$ cat config.mk
export PLATFORM = sky130hd
export DESIGN_NAME = spi_byte_engine
export DESIGN_NICKNAME = d
export VERILOG_FILES = /design/src/rtl/spi_byte_engine.sv
export SDC_FILE = /design/constraint.sdc
export NUM_CORES = 1
export LEC_CHECK = 0
export CAP_MARGIN = 20
export CORE_ASPECT_RATIO = 1.25
export CORE_MARGIN = 10
export CORE_UTILIZATION = 40
export CTS_CLUSTER_SIZE = 12
export DETAILED_ROUTE_END_ITERATION = 10
export SLEW_MARGIN = 20
export SYNTH_ARGS = -nofsm -noshare
export SYNTH_HDL_FRONTEND = slang
export SYNTH_SLANG_ARGS = --single-unit
$ cat constraint.sdc
create_clock -name clk -period 2.9 [get_ports clk]
set_input_delay 0.725 -clock clk [delete_from_list [all_inputs] [get_ports clk]]
set_output_delay 0.725 -clock clk [all_outputs]
set_load 0.02 [all_outputs]
$ cat src/rtl/spi_byte_engine.sv
// SPI mode-0 master byte engine.
// Sends one byte MSB first on mosi and collects one byte from miso, paced by an
// external SCK generator. The generator is enabled through work, and its sck is
// fed back in here.
//
// Parameters
//   SETUP_CYCLES : clk cycles from ss_n falling to work rising (0 behaves as 1)
//   HOLD_CYCLES  : clk cycles from work falling to ss_n rising (0 behaves as 1)
// Ports
//   clk, rst     : system clock; asynchronous active-high reset
//   start        : one-cycle request, accepted only while idle
//   tx_data      : byte to send, captured when start is accepted
//   sck, miso    : serial clock from the generator (idle low); slave data
//   work         : SCK generator enable, high during the shift phase
//   mosi, ss_n   : serial data out; active-low slave select
//   rx_data      : last complete received byte
//   busy, done   : transfer in progress; one-cycle completion pulse
module spi_byte_engine #(
   parameter int unsigned SETUP_CYCLES = 4,
   parameter int unsigned HOLD_CYCLES  = 4
) (
   input  logic       clk,
   input  logic       rst,
   input  logic       start,
   input  logic [7:0] tx_data,
   input  logic       sck,
   input  logic       miso,
   output logic       work,
   output logic       mosi,
   output logic       ss_n,
   output logic [7:0] rx_data,
   output logic       busy,
   output logic       done
);

   localparam int unsigned MaxCycles = (SETUP_CYCLES > HOLD_CYCLES) ? SETUP_CYCLES : HOLD_CYCLES;
   // The counter only has to reach MaxCycles-1.
   localparam int unsigned CntW = (MaxCycles > 1) ? $clog2(MaxCycles) : 1;
   localparam logic [CntW-1:0] SetupLast = (SETUP_CYCLES > 0) ? CntW'(SETUP_CYCLES - 1) : '0;
   localparam logic [CntW-1:0] HoldLast  = (HOLD_CYCLES > 0) ? CntW'(HOLD_CYCLES - 1) : '0;

   typedef enum logic [1:0] {StIdle, StSetup, StShift, StHold} state_e;

   state_e          state_q, state_d;
   logic            sck_q;
   logic [CntW-1:0] cnt_q, cnt_d;
   logic [3:0]      bit_cnt_q, bit_cnt_d;
   logic [7:0]      tx_sh_q, tx_sh_d;
   logic [7:0]      rx_sh_q, rx_sh_d;
   logic [7:0]      rx_data_q, rx_data_d;
   logic            done_q, done_d;

   logic sck_rise, sck_fall, setup_end, hold_end, last_rise;

   assign sck_rise  = sck & ~sck_q;
   assign sck_fall  = ~sck & sck_q;
   assign setup_end = (cnt_q == SetupLast);
   assign hold_end  = (cnt_q == HoldLast);
   assign last_rise = sck_rise && (bit_cnt_q == 4'd7);

   // State register
   always_ff @(posedge clk or posedge rst) begin
      if (rst) begin
         state_q <= StIdle;
      end else begin
         state_q <= state_d;
      end
   end

   // Next-state logic
   always_comb begin
      state_d = state_q;
      case (state_q)
         StIdle:  if (start)     state_d = StSetup;
         StSetup: if (setup_end) state_d = StShift;
         StShift: if (last_rise) state_d = StHold;
         StHold:  if (hold_end)  state_d = StIdle;
         default:                state_d = StIdle;
      endcase
   end

   // Datapath registers
   always_ff @(posedge clk or posedge rst) begin
      if (rst) begin
         sck_q     <= 1'b0;
         cnt_q     <= '0;
         bit_cnt_q <= '0;
         tx_sh_q   <= '0;
         rx_sh_q   <= '0;
         rx_data_q <= '0;
         done_q    <= 1'b0;
      end else begin
         // Held clear while idle so a stale high sck never reads as a fall.
         sck_q     <= (state_q == StIdle) ? 1'b0 : sck;
         cnt_q     <= cnt_d;
         bit_cnt_q <= bit_cnt_d;
         tx_sh_q   <= tx_sh_d;
         rx_sh_q   <= rx_sh_d;
         rx_data_q <= rx_data_d;
         done_q    <= done_d;
      end
   end

   // Datapath next-state
   always_comb begin
      cnt_d     = cnt_q;
      bit_cnt_d = bit_cnt_q;
      tx_sh_d   = tx_sh_q;
      rx_sh_d   = rx_sh_q;
      rx_data_d = rx_data_q;
      done_d    = 1'b0;
      case (state_q)
         StIdle: begin
            if (start) begin
               tx_sh_d   = tx_data;
               rx_sh_d   = '0;
               cnt_d     = '0;
               bit_cnt_d = '0;
            end
         end
         StSetup: begin
            cnt_d = setup_end ? '0 : cnt_q + CntW'(1);
         end
         StShift: begin
            if (sck_rise) begin
               rx_sh_d   = {rx_sh_q[6:0], miso};
               bit_cnt_d = bit_cnt_q + 4'd1;
            end else if (sck_fall && (bit_cnt_q < 4'd8)) begin
               tx_sh_d = {tx_sh_q[6:0], 1'b0};
            end
         end
         StHold: begin
            if (hold_end) begin
               cnt_d     = '0;
               rx_data_d = rx_sh_q;
               done_d    = 1'b1;
            end else begin
               cnt_d = cnt_q + CntW'(1);
            end
         end
         default: ;
      endcase
   end

   // Outputs; mosi is the shifter MSB, so it already shows tx_data[7] in the first SETUP cycle.
   always_comb begin
      work    = (state_q == StShift);
      ss_n    = (state_q == StIdle);
      busy    = (state_q != StIdle);
      mosi    = tx_sh_q[7];
      rx_data = rx_data_q;
      done    = done_q;
   end

endmodule

# == Yosys cells after proc, flatten, opt, wreduce, memory -nomap -nowiden ==
# Index checks and enable logic that the tools add are counted.
# totals
ff_bits,34
latch_bits,0
ramBits,0
rom_bits,0
inputBits,13
elab_cells,60
memories,0
# classes
n_addsub,2
n_mul,0
n_div,0
order_cmp,1
n_eq_ne,12
shifts,0
muxes,21
n_bitwise,4
reduce_logical,12
# ops
operator,count
$mux W8,5
$pmux W8 S2,2
$mux W2,6
$mux W4,2
$ne A2 B2 Y1 const B,4
$pmux W2 S4,1
$pmux W4 S2,1
$reduce_and A4 Y1,2
$eq A2 B2 Y1 const B,3
$ne A2 B1 Y1 const B,3
$reduce_bool A2 Y1,3
$add A4 B1 Y4 const B,1
$eq A4 B3 Y1 const B,1
$lt A4 B4 Y1 const B,1
$pmux W2 S2,1
$reduce_and A2 Y1,2
$mux W1,3
$reduce_and A3 Y1,1
$add A2 B1 Y2 const B,1
$and A1 B1 Y1,2
$eq A2 B1 Y1 const B,1
$logic_and A1 B1 Y1,2
$logic_not A2 Y1,1
$not A1 Y1,2
$reduce_or A2 Y1,1

# == Logic depth before layout (Yosys ltp) ==
# Gate-level depths: netlist of the first run.
# depth
ltp_word,6
depth_mapped,7
depth_no_buf,5

# == Least setup slack after synthesis of the first run ==
# Ideal clock, no wire load.
# synth_timing
kind,register to register
start,reg state_q[0]
end,reg bit_cnt_q[1]
setup_ps,79
arrival_time_ps,1818
required_time_ps,2821
setup_slack_ps,1002
path_stages_with_launch,8
n_path_buf,2
path_cell_list,dfrtp_1 -> inv_1 -> ha_1 -> buf_2 -> mux2i_1 -> a21o_1 -> buf_4 -> mux2i_1
# synth_via
elab_chain_cells,3
# synth_lines
element,line,source
from (decl),44,"state_e state_q, state_d;"
from (signal assigned),64,state_q <= StIdle;
from (signal assigned),66,state_q <= state_d;
$logic_not A2 Y1 *,n/a,
net ss_n,30,"output logic ss_n,"
$ne A2 B2 Y1 (no source line) or $reduce_bool A2 Y1 (tied branches),n/a,
$reduce_and A3 Y1 (no source line),n/a,
to (signal assigned),96,bit_cnt_q <= bit_cnt_d;
to (decl),47,"logic [3:0] bit_cnt_q, bit_cnt_d;"
# Mark *: on every way through the listed nets, which the timed path passes. The rest lies on a longest branch.
# A chain may end at the register's enable or synchronous reset.

# == Final worst setup path of the first run ==
# layout_timing
start,reg state_q[0]
end,out ss_n
# layout_via
elab_chain_cells,1
# layout_lines
element,line,source
$logic_not A2 Y1,148,ss_n = (state_q == StIdle);
to (decl),30,
# No other way between the ends.

==> results of run 1 <==
area by class of cell:
cell class / count / area, µm² / share of cell area [%]
clock inverters: 2 / 12.5 / 0.629
repair buffers: 27 / 265 / 13.3
well taps: 54 / 67.6 / 3.40
flip-flops and latches: 34 / 851 / 42.8
inverters: 9 / 33.8 / 1.70
multi-input cells: 77 / 677 / 34.0
clock buffers: 6 / 82.6 / 4.15
registers in the layout, summed over array words and instances, names as in the netlist:
register	flops
state_q	2
done	1
sck_q	1
bit_cnt_q	4
tx_sh_q	8
rx_data	8
rx_sh_q	8
cnt_q	2
per-layer routing:
| metal | track usage (%) | up-vias | wire length [µm] |
|---|---|---|---|
| li1 | - | 504 | - |
| met1 | 8.22 | 522 | 1180 |
| met2 | 15.9 | 18 | 1500 |
| met3 | 3.78 | 7 | 153 |
| met4 | 7.14 | 0 | 78 |
| met5 | 0 | - | 0 |
cell families (layout without fill, tap and decap cells):
| kind of cell | after synthesis | count (layout) | synth area share (%) |
|---|---|---|---|
| simple gates | 20 | 20 | 7.01 |
| flops | 34 | 34 | 53.6 |
| compound gates | 25 | 25 | 12.8 |
| mux | 26 | 26 | 18.1 |
| buf+inv | 14 | 44 | 3.78 |
| fa+ha+maj | 6 | 6 | 4.73 |
worst max path at each step:
stage                    start      endpoint  slack, ns
CTS                 state_q[0]          ss_n       0.30
finish              state_q[0]          ss_n       0.32
global route        state_q[0]          ss_n       0.20
floorplan           state_q[0]  bit_cnt_q[1]       1.00
detailed placement         sck    tx_sh_q[7]       0.48
global placement           sck    tx_sh_q[7]       0.52
worst min-delay path: cells and delay by family, from the launching register on:
| kind | cells | cell delay, ns |
|---|---|---|
| AOI/OAI and AO/OA | 1 | 0.06 |
| DFF | 1 | 0.34 |
| and+or+nand+nor | 1 | 0.04 |
metrics by stage:
stage	setup WS (ns)	util (%)	total power, mW
floorplan	1.00	-	1.27
global placement	0.517	49.6	1.44
detailed placement	0.481	49.6	1.46
CTS	0.302	52.1	1.84
global route	0.201	52.1	1.95
finish	0.317	52.1	1.81
cell usage in the layout (no fill, tap or decap), types with 3 or more instances in the layout:
cell type	instances
nand2b_1	3
dfrtp_1	34
mux2_2	22
clkbuf_8	6
inv_1	9
mux2i_1	4
a22o_1	9
nand2_1	6
nand3_1	3
clkdlybuf4s50_1	25
ha_1	6
power by group through the flow:
stage / clock (mW) / combinational, mW / sequential [mW]
6_report: 0.359 / 0.784 / 0.667
5_1_grt: 0.397 / 0.864 / 0.685
3_3_place_gp: 0 / 0.766 / 0.670
4_1_cts: 0.376 / 0.793 / 0.669
3_5_place_dp: 0 / 0.787 / 0.678
2_1_floorplan: 0 / 0.595 / 0.676
==> out/qor.yml, run 1 <==
slowest_delay_ns: 0.67
final_cell_count_no_fill: 209
maxSlewViolCount: 0
syn_to_final_growth_pct: 25.3
seqPwrFrac_pct: 36.8
clk_path_buf_depth: 2
final_antenna_net_count: 0
rows: 25
hp-start: "rx_data[7]"
port_buffers: 25
die_x_um: 76.4
finalClockSkew_ns: 0.00316
grt_pass1_vias: 1189
viasPerCell: 5.03
cts_buffers: 5
wirelength_um: 2910
post_cts_buffers: 0
wl_per_cell_um: 13.9
critPathBufInv: 2
fin_crit_sh_pct: 89.1
crit_cells: 3
finalWeightedCongestion: 0.692
r2r_slack_ns: 0.83
path_delay_family: "buffers and inverters"
overflow: 0
power.internal_mw: 1.18
rsz0062_at_grt: "no"
grt.total_usage_pct: 9.16
start_util_pct: 41.6
fin_nets: 173
die_h_um: 90.4
reg2reg_from: "state_q[0]"
required_ns: 2.17
worst_pin_slew_ns: 0.487
ys_types: 32
synth_edf_count: 0
synth_warnings: 0
hold_end: "rx_data[7]"
n_antenna_cell: 0
io_pins: 26
antenna_found_initial: 0
arrival_ns: 1.86
ys_ff_latch: 34
netlist_area_mm2: 0.00159
hpwl_um: 2120
synth_top_area_share_pct: 53.6
synth_nets: 144
grt_max_degree: 35
fill_cells: 359
drtPass1Iterations: 4
grt_pass1_wl_um: 5180
post-route-min-period_ns: 2.58
place_area_mm2: 0.00189
drv_cap: 0
dieArea_mm2: 0.00691
finalHoldWorstSlack_ns: 0.477
reg2regPathDepth: 5
cp_cell_sequence: "inv_1 -> ha_1 -> clkdlybuf4s50_1"
hold_class: "flop to flop"
cts_root_buf: "clkbuf_8"
synthCells: 125
avgSynthCellArea_um2: 12.7
insertion_delay_ns: 0.29
ys.flop_type: "dfrtp_1"
yosysSeqAreaShare_pct: 53.6
fmax_mhz: 387
yosysTopAreaCell: "dfrtp_1"
synth.area.top_cells: "dfrtp_1, mux2_2, a22o_1, ha_1, mux2i_1"
numClockSinks: 34
clkTransAtPathRegs_ns: 0.06
crit_path_top_delay_cell: "clkdlybuf4s50_1"
cellLeakagePower_nw: 0.902
powerDensity_mw_per_mm2: 910
cts_hold_repair.buffers: 0
cts_tree: "built"
r2r_end: "bit_cnt_q[1]"
finalInstanceArea_mm2: 0.00199
setup_tns_ns: 0
htree_levels: 2
netlist_top_cells_count: "dfrtp_1, mux2_2, a22o_1, inv_1"
combPwrFrac_pct: 43.3
cts_resized: 0
switching_share_pct: 35.0
timing.slew.headroom_pct: 66.6
hold_depth: 2
status: "completed"
drive_gt1_share_pct: 21.3
start_kind: "flop"
drt_iter0_markers: 64
placedCellCount: 201
ir_worst_vdd_uv: 566
core_area_mm2: 0.00382
vias: 1051
path_class: "flop to output pin"
p_sw_uw: 633
synth_most_common_cell: "dfrtp_1"
pwr-share-clk_pct: 19.8
finalHoldViolations: 0
setup_violations: 0
critPathCaptureType: "output pin"
synthArstFlopShare_pct: 100
drcViolationCount: 0
crit_fanout: 9
(Power assumes the default switching activity.)
==> inputs of run 2 (changes only) <==
--- a/config.mk
+++ b/config.mk
@@ -11,6 +11,7 @@
 export CORE_UTILIZATION = 40
 export CTS_CLUSTER_SIZE = 12
 export DETAILED_ROUTE_END_ITERATION = 10
+export GPL_TIMING_DRIVEN = 0
 export SLEW_MARGIN = 20
 export SYNTH_ARGS = -nofsm -noshare
 export SYNTH_HDL_FRONTEND = slang
==> out/qor.yml, run 2 (same netlist as run 1, synthesis figures left out) <==
status: "completed"
setup_violations: 0
die_x_um: 76.4
die_h_um: 90.4
finalClockSkew_ns: 0.00729
grt_pass1_wl_um: 5090
path_delay_family: "buffers and inverters"
numClockSinks: 34
grt.total_usage_pct: 8.96
cts_root_buf: "clkbuf_8"
viasPerCell: 5.12
overflow: 0
reg2reg_from: "state_q[0]"
cts_resized: 0
start_kind: "flop"
final_util_pct: 52.9
htree_levels: 2
start_util_pct: 41.6
drive_gt1_share_pct: 22.3
crit_cells: 5
crit_fanout: 8
grt_max_degree: 35
ir_worst_vdd_uv: 472
r2r_end: "rx_sh_q[7]"
port_buffers: 25
post_cts_buffers: 0
setup_tns_ns: 0
n_antenna_cell: 0
cellLeakagePower_nw: 0.921
antenna_found_initial: 0
rows: 25
clk_path_buf_depth: 2
dieArea_mm2: 0.00691
wirelength_um: 2880
drtPass1Iterations: 4
reg2regPathDepth: 7
mostFrequentLayoutCells: "dfrtp_1, clkdlybuf4s50_1, mux2_2"
final_antenna_net_count: 0
hpwl_um: 2170
vias: 1080
finalWeightedCongestion: 0.691
cp_cell_sequence: "inv_1 -> ha_1 -> buf_2 -> inv_1 -> clkdlybuf4s50_1"
powerDensity_mw_per_mm2: 939
arrival_ns: 1.85
rsz0062_at_grt: "no"
grt_pass1_vias: 1145
core_area_mm2: 0.00382
worst_pin_slew_ns: 0.705
critPathCaptureType: "output pin"
hold_class: "flop to flop"
cts_tree: "built"
finalHoldViolations: 0
fmax_mhz: 389
crit_path_top_delay_cell: "clkdlybuf4s50_1"
cts_buffers: 5
syn_to_final_growth_pct: 27.1
fin_crit_sh_pct: 88.6
insertion_delay_ns: 0.28
r2r_slack_ns: 0.90
path_class: "flop to output pin"
drv_cap: 0
required_ns: 2.17
fin_nets: 176
crit_path_start: "state_q[0]"
layout_commonest_cell: "dfrtp_1"
cp-endpoint: "busy"
slowest_delay_ns: 0.59
drcViolationCount: 0
wl_per_cell_um: 13.6
crit_top_cell: "inv_1"
drt_iter0_markers: 35
critPathBufInv: 4
cts_hold_repair.buffers: 0
io_pins: 26
post-route-min-period_ns: 2.57
timing.slew.headroom_pct: 53.0
clkTransAtPathRegs_ns: 0.07
maxSlewViolCount: 0
run 2: changes by cell type in the layout (fill, tap and decap cells not counted):
cell / change
clkbuf_1: +1
buf_2: +2
clkinv_2: -1
inv_1: -1
bufinv_16: +1
buf_4: -1
inv_2: +1
clkinvlp_4: -1
clkbuf_2: +1
run 2: metal layers:
metal / GRT usage [%] / wire (µm)
met2: 15.4 / 1480
met3: 3.88 / 148
met4: 5.28 / 78
met5: 0 / 0
met1: 8.70 / 1180
run 2: worst min-delay path by stage:
stage	startpoint	endpoint	depth (start not counted)
detailed placement	rx_data[7]	rx_data[7]	2
finish	rx_data[7]	rx_data[7]	2
CTS	rx_data[7]	rx_data[7]	2
floorplan	tx_sh_q[1]	tx_sh_q[1]	1
global route	rx_data[0]	rx_data[0]	1
global placement	rx_data[7]	rx_data[7]	2
run 2: through the flow:
step	setup slack [ns]	hold WS (ns)	std cells	total power, mW	cell area, µm²
2_1_floorplan	1.00	0.475	125	1.27	1590
3_3_place_gp	0.492	0.462	204	1.46	1910
3_5_place_dp	0.469	0.472	204	1.49	1910
4_1_cts	0.314	0.488	211	1.93	2020
5_1_grt	0.242	0.530	211	2.05	2020
6_report	0.329	0.480	211	1.90	2020
run 2: final cells by class:
type                    count  area (µm²)
plain buffers               5        26.3
clock inverters             1        30.0
fillers                   373        1800
repair buffers             25         250
well taps                  54        67.6
inverters                   9        33.8
multi-input cells          77         677
clock buffers               6        82.6
flip-flops and latches     34         851
run 2: power breakdown:
part	switching, mW	leakage [nW]	internal, mW
clock	0.157	0.0573	0.275
sequential	0.0729	0.450	0.596
combinational	0.391	0.414	0.405
total	0.621	0.921	1.28
run 2: tightest hold or removal path, cell delays in order (launching register included):
cell and delay (ns):
dfrtp_1 0.34, nand2_1 0.05, o21ai_0 0.06
